$ cat src/rtl/bpsk_pkg.sv
// Shared definitions for the BPSK transmit modulator: FSM state encoding,
// carrier period, carrier sine table and the default sync word.
package bpsk_pkg;

    typedef enum logic [1:0] {
        IDLE,
        PREAMBLE,
        SYNC,
        DATA
    } state_t;

    localparam int unsigned CARRIER_PERIOD = 8;

    localparam logic [7:0] DEFAULT_SYNC_WORD = 8'hD5;

    // One carrier period at 8 samples per cycle, bounded to +/-127 so that
    // negation never overflows an 8-bit signed value.
    localparam logic signed [7:0] CARRIER_LUT [CARRIER_PERIOD] = '{
        8'sd0, 8'sd90, 8'sd127, 8'sd90, 8'sd0, -8'sd90, -8'sd127, -8'sd90
    };

endpackage

$ cat src/rtl/bpsk_carrier_lut.sv
// Combinational carrier sample lookup: phase index plus polarity gives the
// signed 8-bit modulated sample. The caller registers the result.
module bpsk_carrier_lut
    import bpsk_pkg::*;
(
    input  logic [2:0]        phase,
    input  logic              negate,
    output logic signed [7:0] sample
);

    // Select the table entry and flip its sign for negative polarity
    always_comb begin
        sample = negate ? -CARRIER_LUT[phase] : CARRIER_LUT[phase];
    end

endmodule

$ cat src/rtl/bpsk_modulator.sv
// BPSK transmit modulator: accepts bytes over valid/ready, frames them with
// an alternating preamble and a sync word, and emits a phase-modulated sine
// carrier at 8 samples per carrier cycle. Bytes offered on the final sample
// of the current byte continue the same frame without a gap.
// Optional feature macro: BPSK_DIFF_ENCODE_EN (differential encoding).
module bpsk_modulator
    import bpsk_pkg::*;
#(
    parameter int unsigned SAMPLES_PER_BIT = 16,
    parameter int unsigned PREAMBLE_BITS   = 16,
    parameter logic [7:0]  SYNC_WORD       = DEFAULT_SYNC_WORD
) (
    input  logic              clock,
    input  logic              reset_n,
    input  logic [7:0]        data_in,
    input  logic              data_valid,
    output logic              data_ready,
    output logic signed [7:0] signal,
    output logic              busy,
    output logic              bit_strobe
);

    localparam int unsigned SW      = $clog2(SAMPLES_PER_BIT);
    localparam int unsigned BIT_MAX = (PREAMBLE_BITS > 8) ? PREAMBLE_BITS : 8;
    localparam int unsigned BW      = $clog2(BIT_MAX);

    localparam logic [SW-1:0] SAMP_LAST = SW'(SAMPLES_PER_BIT - 1);
    localparam logic [BW-1:0] PRE_LAST  = BW'(PREAMBLE_BITS - 1);
    localparam logic [BW-1:0] BYTE_LAST = BW'(7);

    state_t          state, state_n;
    logic [SW-1:0]   samp_cnt, samp_n;
    logic [BW-1:0]   bit_cnt, bit_n_cnt;
    logic [2:0]      phase, phase_n;
    logic [7:0]      byte_reg, byte_n;
    logic            accept;
    logic            new_bit;
    logic            bit_val;
    logic            neg_n;
    logic [2:0]      msb_idx;
    logic signed [7:0] lut_sample;

`ifdef BPSK_DIFF_ENCODE_EN
    logic            neg;
`endif

    // Next-state, counter and byte-register update for the following sample
    always_comb begin
        state_n   = state;
        samp_n    = samp_cnt;
        bit_n_cnt = bit_cnt;
        phase_n   = phase;
        byte_n    = byte_reg;
        accept    = data_valid & data_ready;

        case (state)
            IDLE: begin
                if (accept) begin
                    state_n   = PREAMBLE;
                    byte_n    = data_in;
                    samp_n    = '0;
                    bit_n_cnt = '0;
                    phase_n   = '0;
                end
            end
            default: begin
                phase_n = phase + 3'd1;
                if (samp_cnt != SAMP_LAST) begin
                    samp_n = samp_cnt + SW'(1);
                end else begin
                    samp_n = '0;
                    if (bit_cnt != ((state == PREAMBLE) ? PRE_LAST : BYTE_LAST)) begin
                        bit_n_cnt = bit_cnt + BW'(1);
                    end else begin
                        bit_n_cnt = '0;
                        case (state)
                            PREAMBLE: state_n = SYNC;
                            SYNC:     state_n = DATA;
                            DATA: begin
                                if (accept) begin
                                    byte_n = data_in;
                                end else begin
                                    state_n = IDLE;
                                    phase_n = '0;
                                end
                            end
                            default:  state_n = IDLE;
                        endcase
                    end
                end
            end
        endcase
    end

    // Value of the bit the next sample belongs to, and its carrier polarity
    always_comb begin
        msb_idx = 3'd7 - bit_n_cnt[2:0];
        new_bit = (state_n != IDLE) && (samp_n == '0);
        case (state_n)
            PREAMBLE: bit_val = ~bit_n_cnt[0];
            SYNC:     bit_val = SYNC_WORD[msb_idx];
            DATA:     bit_val = byte_n[msb_idx];
            default:  bit_val = 1'b1;
        endcase
`ifdef BPSK_DIFF_ENCODE_EN
        // Polarity restarts positive at frame start and flips before each 1 bit
        if (state_n == IDLE) begin
            neg_n = 1'b0;
        end else if (new_bit) begin
            neg_n = ((state == IDLE) ? 1'b0 : neg) ^ bit_val;
        end else begin
            neg_n = neg;
        end
`else
        neg_n = ~bit_val;
`endif
    end

    bpsk_carrier_lut u_lut (
        .phase  (phase_n),
        .negate (neg_n),
        .sample (lut_sample)
    );

    // FSM state, counters and all outputs registered together
    always_ff @(posedge clock or negedge reset_n) begin
        if (!reset_n) begin
            state      <= IDLE;
            samp_cnt   <= '0;
            bit_cnt    <= '0;
            phase      <= '0;
            byte_reg   <= '0;
            signal     <= '0;
            busy       <= 1'b0;
            bit_strobe <= 1'b0;
            data_ready <= 1'b1;
`ifdef BPSK_DIFF_ENCODE_EN
            neg        <= 1'b0;
`endif
        end else begin
            state      <= state_n;
            samp_cnt   <= samp_n;
            bit_cnt    <= bit_n_cnt;
            phase      <= phase_n;
            byte_reg   <= byte_n;
            signal     <= (state_n == IDLE) ? '0 : lut_sample;
            busy       <= (state_n != IDLE);
            bit_strobe <= new_bit;
            data_ready <= (state_n == IDLE) ||
                          ((state_n == DATA) && (bit_n_cnt == BYTE_LAST) && (samp_n == SAMP_LAST));
`ifdef BPSK_DIFF_ENCODE_EN
            neg        <= neg_n;
`endif
        end
    end

endmodule

$ cat config.mk
export PLATFORM = sky130hd
export DESIGN_NAME = bpsk_modulator
export DESIGN_NICKNAME = d
export VERILOG_FILES = /design/src/rtl/bpsk_pkg.sv /design/src/rtl/bpsk_carrier_lut.sv /design/src/rtl/bpsk_modulator.sv
export SDC_FILE = /design/constraint.sdc
export NUM_CORES = 1
export LEC_CHECK = 0
export ABC_AREA = 1
export CAP_MARGIN = 10
export CORE_UTILIZATION = 58
export DETAILED_ROUTE_END_ITERATION = 10
export GPL_TIMING_DRIVEN = 0
export PLACE_DENSITY = 0.89
export SYNTH_ARGS = -nofsm -noshare
export SYNTH_HDL_FRONTEND = slang
export SYNTH_SLANG_ARGS = --single-unit
$ cat constraint.sdc
create_clock -name clock -period 4.4 [get_ports clock]
set_input_delay 0.88 -clock clock [delete_from_list [all_inputs] [get_ports clock]]
set_output_delay 0.88 -clock clock [all_outputs]
set_load 0.02 [all_outputs]
==> results of run 1 <==
-- per-stage QoR --
step           setup slack, ns  std cells  cell area [µm²]  utilization
2_1_floorplan             2.18        212             1680            -
3_3_place_gp              1.48        264             1930        0.700
3_5_place_dp              1.45        265             1960        0.710
4_1_cts                   1.81        272             2010        0.730
5_1_grt                   1.55        272             2010        0.730
6_report                  1.79        272             2010        0.730
-- critical path, cell delays in order --
cell and delay [ns]:
clkdlybuf4s50_1 0.45, nand2_1 0.09, inv_1 0.24, nand2_1 0.11
nand2_1 0.07, nand2_1 0.04, nor2_1 0.10, nor2_1 0.07
nand2_1 0.08, nand3_1 0.06, nand3_1 0.07, nand2_1 0.08
a21oi_2 0.13, nand2_2 0.08, nand2_2 0.08, nand2_1 0.07
nand2_1 0.07, nor2_1 0.04
-- synth_stat cells (all sizes together) --
master   n
o211a    1
a21oi    5
nor3b    1
xnor2    1
o21ai   16
nor3     1
nand3   27
nand3b   4
inv     33
or2      1
nor2    10
xor2     2
and2     4
dfrtp   28
a32oi    1
nand2   58
ha       3
nand4    2
a22o     1
dfstp    1
o22ai    5
buf      5
o41ai    1
a21boi   1
-- power groups by stage --
stage          clock network [mW]  registers [mW]  logic, mW
2_1_floorplan                   0           0.462      0.440
3_3_place_gp                    0           0.437      0.634
3_5_place_dp                    0           0.440      0.662
4_1_cts                     0.169           0.437      0.669
5_1_grt                     0.180           0.451      0.752
6_report                    0.163           0.438      0.667
-- cell usage in the layout, fill, tap and decap left out, types with 5 or more instances in the layout --
master            n
clkbuf_4          5
clkdlybuf4s50_1  21
dfrtp_1          28
inv_1            30
nand2_1          50
nand2_2           7
nand3_1          26
nor2_1            7
o21ai_0           9
o21ai_1           5
o22ai_1           5
-- worst min-delay path by stage --
| stage | startpoint | endpoint | slack [ns] |
|---|---|---|---|
| after CTS | byte_reg[2] | byte_reg[2] | 0.58 |
| after floorplan | phase[0] | phase[0] | 0.50 |
| after global routing | byte_reg[2] | byte_reg[2] | 0.60 |
| after global placement | byte_reg[3] | byte_reg[3] | 0.54 |
| after detailed placement | byte_reg[1] | byte_reg[1] | 0.55 |
| final | byte_reg[2] | byte_reg[2] | 0.58 |
-- metal layers --
layer / track usage / up-vias / share of wire
met2: 0.425 / 21 / 0.49
met1: 0.336 / 689 / 0.46
met3: 0.0698 / 4 / 0.032
met4: 0.0941 / 0 / 0.011
li1: - / 752 / -
met5: 0 / - / 0
-- logic make-up (layout without fill, tap and decap cells) --
logic type | count (synthesis) | after routing | share of synthesized area
AO/OA/AOI/OAI | 31 | 31 | 0.118
XOR/XNOR | 3 | 3 | 0.0156
adder cells (fa/ha/maj) | 3 | 3 | 0.0223
buffers and inverters | 38 | 67 | 0.0945
flip-flops | 29 | 29 | 0.432
AND/OR/NAND/NOR | 108 | 108 | 0.317
-- layout make-up --
type	instances	area [µm²]
Inverter	33	124
Fill cell	221	744
Tap cell	31	38.8
Clock buffer	7	55.1
Buffer	5	35.0
Sequential cell	29	727
Timing Repair Buffer	22	238
Multi-Input combinational cell	145	796
==> flow_metrics.env, run 1 <==
export IMPL_required_ns=4.61
export IMPL_start_kind="input pin"
export IMPL_peakVddDrop_mv=0.465
export IMPL_hold_viol_final=0
export IMPL_ys_seq_elements=29
export IMPL_crit_path_end_kind="flip-flop"
export IMPL_clock_skew_ns=0.00647
export IMPL_first_pass_iters=4
export IMPL_antenna_found_initial=0
export IMPL_r2r_start="samp_cnt[0]"
export IMPL_clock_power_share=0.129
export IMPL_grt_use_total=0.261
export IMPL_num_rows=19
export IMPL_synthToLayoutAreaGrowth_pct=19.7
export IMPL_drtIter0Drc=59
export IMPL_core_mm2=0.00276
export IMPL_rr_endpoint="signal[5]"
export IMPL_hp_class="reg2reg"
export IMPL_finalSetupTns_ns=0
export IMPL_hpwlAfterDp_mm=2.70
export IMPL_worstPathArrival_ns=2.81
export IMPL_seq_area_frac_synth=0.432
export IMPL_rr_worst_depth=11
export IMPL_rsz0062_at_grt="false"
export IMPL_setup_viol=0
export IMPL_drive_gt1_frac=0.137
export IMPL_drc_errors=0
export IMPL_postCtsSetupRepairBufs=0
export IMPL_root_buffer="clkbuf_4"
export IMPL_grt_pass1_vias=1382
export IMPL_leakagePower_nw=1.02
export IMPL_yosysTopAreaCell="dfrtp_1"
export IMPL_p_comb_frac=0.526
export IMPL_synth_nets=226
export IMPL_finalWorstPathRequiredPeriod_ns=2.61
export IMPL_power_density_mw_per_mm2=630
export IMPL_switchingPower_mw=0.544
export IMPL_viasPerCell=5.39
export IMPL_hold_slack_ns=0.576
export IMPL_dieWidth_um=55.8
export IMPL_postCtsHoldBufs=0
export IMPL_cts_made_buffers=5
export IMPL_gr_total_overflow=0
export IMPL_cts_repair_resize_count=0
export IMPL_max_clock_path_buffers=2
export IMPL_slew_violations=0
export IMPL_die_h_um=55.8
export IMPL_gp_congestion=0.906
export IMPL_synth_distinct_cells=35
export IMPL_syn_inst=212
export IMPL_routedWlPerCell_um=13.3
export IMPL_ant_nets=0
export IMPL_tightest_slew_ns=0.504
export IMPL_synth_area_mm2=0.00168
export IMPL_wirelength_mm=3.61
export IMPL_numPortBuffers=21
export IMPL_cap_viol_max_count=0
export IMPL_power_mw=1.27
export IMPL_synth_top_area_share=0.417
export IMPL_swShare=0.429
export IMPL_criticalPathCategory="in2reg"
export IMPL_grt_pass1_wl_mm=6.12
export IMPL_nNetsFinal=255
export IMPL_status="complete, no violations"
export IMPL_max_freq_mhz=384
export IMPL_vias=1466
export IMPL_ys_warn_count=0
export IMPL_power_frac_seq=0.346
export IMPL_start_util=0.610
export IMPL_dieArea_mm2=0.00312
export IMPL_internal_power_mw=0.725
export IMPL_hold_depth=3
export IMPL_worstSkewPairLatency_ns=0.33
export IMPL_io_pins=22
export IMPL_slew_headroom=0.663
export IMPL_r2r_slack_ns=2.15
export IMPL_synth_area_leaders="dfrtp_1, nand2_1, nand3_1"
export IMPL_n_antenna_cell=0
export IMPL_min_period_over_period=0.592
export IMPL_clk_pin_slew_ns=0.08
export IMPL_cp_max_fo=8
export IMPL_syn_area_per_cell_um2=7.93
export IMPL_largest_reg_flops=8
export IMPL_cp_startpoint="data_valid"
export IMPL_cts_sinks=29
export IMPL_tritoncts="yes"
export IMPL_crit_end="signal[7]"
export IMPL_grt_max_degree=22
export IMPL_cts_max_level=2
No activity file was read; power rests on OpenSTA's default activity.
==> run 2: changes to the inputs <==
--- a/config.mk
+++ b/config.mk
@@ -7,10 +7,10 @@
 export LEC_CHECK = 0
 export ABC_AREA = 1
 export CAP_MARGIN = 10
-export CORE_UTILIZATION = 58
+export CORE_UTILIZATION = 49
 export DETAILED_ROUTE_END_ITERATION = 10
 export GPL_TIMING_DRIVEN = 0
-export PLACE_DENSITY = 0.89
+export PLACE_DENSITY = 0.81
 export SYNTH_ARGS = -nofsm -noshare
 export SYNTH_HDL_FRONTEND = slang
 export SYNTH_SLANG_ARGS = --single-unit
==> constraint.sdc (replaced) <==
create_clock -name clock -period 2.35 [get_ports clock]
set_input_delay 0.47 -clock clock [delete_from_list [all_inputs] [get_ports clock]]
set_output_delay 0.47 -clock clock [all_outputs]
set_load 0.02 [all_outputs]
==> run 2 against run 1 <==
  * Wire length up 0.80%
  * Non-clock buffer count grew 3
  * Combinational power rose by 87%
  * Register-to-register slack worse by 1.9 ns
  * First-iteration DRC count is 27% higher
  * Worst setup slack lost 1.6 ns
  * Clock power grew to 2.7 times the previous value
  * Cell area rose by 4.5%
  * Critical endpoint unchanged
  * Largest cell class unchanged
  * Largest power group unchanged
==> flow_metrics.env, run 2 (same netlist as run 1, synthesis figures left out) <==
export IMPL_status="complete, no violations"
export IMPL_largest_reg_flops=8
export IMPL_grt_pass1_vias=1395
export IMPL_clk_pin_slew_ns=0.10
export IMPL_max_clock_path_buffers=2
export IMPL_setup_viol=0
export IMPL_gr_total_overflow=0
export IMPL_tritoncts="yes"
export IMPL_cts_made_buffers=5
export IMPL_slew_violations=0
export IMPL_wl_met1_mm=1.61
export IMPL_routedWlPerCell_um=12.6
export IMPL_most_common_layout_cells="nand2_1, inv_1, dfrtp_1"
export IMPL_seqCellArea_um2=727
export IMPL_routed_wl_met3_um=193
export IMPL_tightest_slew_ns=0.635
export IMPL_internal_power_mw=1.48
export IMPL_finalSetupTns_ns=0
export IMPL_cap_viol_max_count=0
export IMPL_required_ns=2.58
export IMPL_grt_max_degree=19
export IMPL_rr_worst_depth=14
export IMPL_clock_skew_ns=0.00730
export IMPL_hold_slack_ns=0.514
export IMPL_cts_sinks=29
export IMPL_wl_met2_mm=1.79
export IMPL_drc_errors=0
export IMPL_viasPerCell=5.11
export IMPL_post_place_ws_ns=-0.168
export IMPL_multiInputGateArea_um2=815
export IMPL_num_rows=20
export IMPL_leakagePower_nw=1.03
export IMPL_rsz0062_at_grt="false"
export IMPL_cts_max_level=2
export IMPL_r2r_start="samp_cnt[0]"
export IMPL_drive_gt1_frac=0.167
export IMPL_crit_path_end_kind="flip-flop"
export IMPL_hp_class="in2async"
export IMPL_ant_nets=0
export IMPL_dieArea_mm2=0.00367
export IMPL_root_buffer="clkbuf_4"
export IMPL_power_mw=2.51
export IMPL_layout_commonest_cell="nand2_1"
export IMPL_synthToLayoutAreaGrowth_pct=25.1
export IMPL_peakVddDrop_mv=0.667
export IMPL_die_h_um=60.6
export IMPL_stdcell_count=289
export IMPL_switchingPower_mw=1.03
export IMPL_n_antenna_cell=0
export IMPL_first_pass_iters=4
export IMPL_power_density_mw_per_mm2=1190
export IMPL_slew_headroom=0.575
export IMPL_cp_max_fo=6
export IMPL_antenna_found_initial=0
export IMPL_wirelength_mm=3.64
export IMPL_io_pins=22
export IMPL_vias=1477
export IMPL_fillers=271
export IMPL_rr_endpoint="signal[7]"
export IMPL_core_mm2=0.00315
export IMPL_clock_power_share=0.175
export IMPL_numPortBuffers=21
export IMPL_hpwlAfterDp_mm=2.71
export IMPL_start_util=0.533
export IMPL_grt_use_total=0.224
export IMPL_min_period_over_period=0.915
export IMPL_finalWorstPathRequiredPeriod_ns=2.15
export IMPL_dieWidth_um=60.6
export IMPL_layout_setup_ws_ns=0.200
export IMPL_p_comb_frac=0.498
export IMPL_max_freq_mhz=465
export IMPL_swShare=0.409
export IMPL_grt_pass1_wl_mm=5.91
export IMPL_start_kind="flip-flop"
export IMPL_criticalPathCategory="reg2reg"
export IMPL_gp_congestion=0.887
export IMPL_hold_viol_final=0
export IMPL_highest_layer="met4"
export IMPL_worstSkewPairLatency_ns=0.34
export IMPL_nNetsFinal=258
export IMPL_worstPathArrival_ns=2.38
export IMPL_dp_cells=278
export IMPL_drtIter0Drc=75
export IMPL_r2r_slack_ns=0.20
export IMPL_power_frac_seq=0.327
[run 2: layout make-up]
type / instances / area share
multi-input combinational: 145 / 0.387
sequential: 29 / 0.345
timing repair buffer: 25 / 0.124
inverter: 33 / 0.0589
tap: 44 / 0.0262
clock buffer: 6 / 0.0244
clock inverter: 2 / 0.0178
buffer: 5 / 0.0166
[run 2: worst max-delay path by stage]
stage,startpoint,end,slack [ns],cells after the start
floorplan,data_ready,signal[7],0.41,17
global placement,data_valid,signal[7],-0.15,18
detailed placement,data_valid,signal[7],-0.17,18
CTS,samp_cnt[0],signal[7],0.12,16
global route,samp_cnt[1],signal[6],0.003,15
finish,samp_cnt[0],signal[7],0.20,14
[run 2: per-stage QoR]
stage                     cell area [µm²]  utilization
after floorplan                      1680            -
after global placement               1950        0.617
after detailed placement             1970        0.626
after CTS                            2060        0.654
after global routing                 2100        0.667
final                                2100        0.667
[run 2: power by group through the flow]
stage / Clock, mW / Combinational (mW) / Sequential [mW]
after floorplan: 0 / 0.824 / 0.865
after global placement: 0 / 1.19 / 0.819
after detailed placement: 0 / 1.22 / 0.824
after CTS: 0.447 / 1.23 / 0.817
after global routing: 0.464 / 1.40 / 0.844
final: 0.439 / 1.25 / 0.819
[run 2: worst max-delay path, cell delays in order (launching register included)]
cell	delay, ns
dfrtp_1	0.40
ha_2	0.20
nand2_1	0.10
nor2_4	0.19
nand4_4	0.14
buf_4	0.17
nand3_1	0.05
o211a_1	0.19
nand2_1	0.10
a21oi_2	0.14
nand2_2	0.08
nand2_2	0.09
nand2_1	0.08
nand2_1	0.06
nor2_1	0.04
[run 2: timing repair]
item	in CTS	in global routing
setup buffers	0	3
endpoints found under the setup margin	0	4
gates resized for setup	0	5
hold buffers	0	0
[run 2: metal layers]
metal | up-vias | global-route usage
met4 | 0 | 0.0974
met1 | 683 | 0.265
li1 | 751 | -
met2 | 38 | 0.381
met3 | 5 | 0.0640
met5 | - | 0
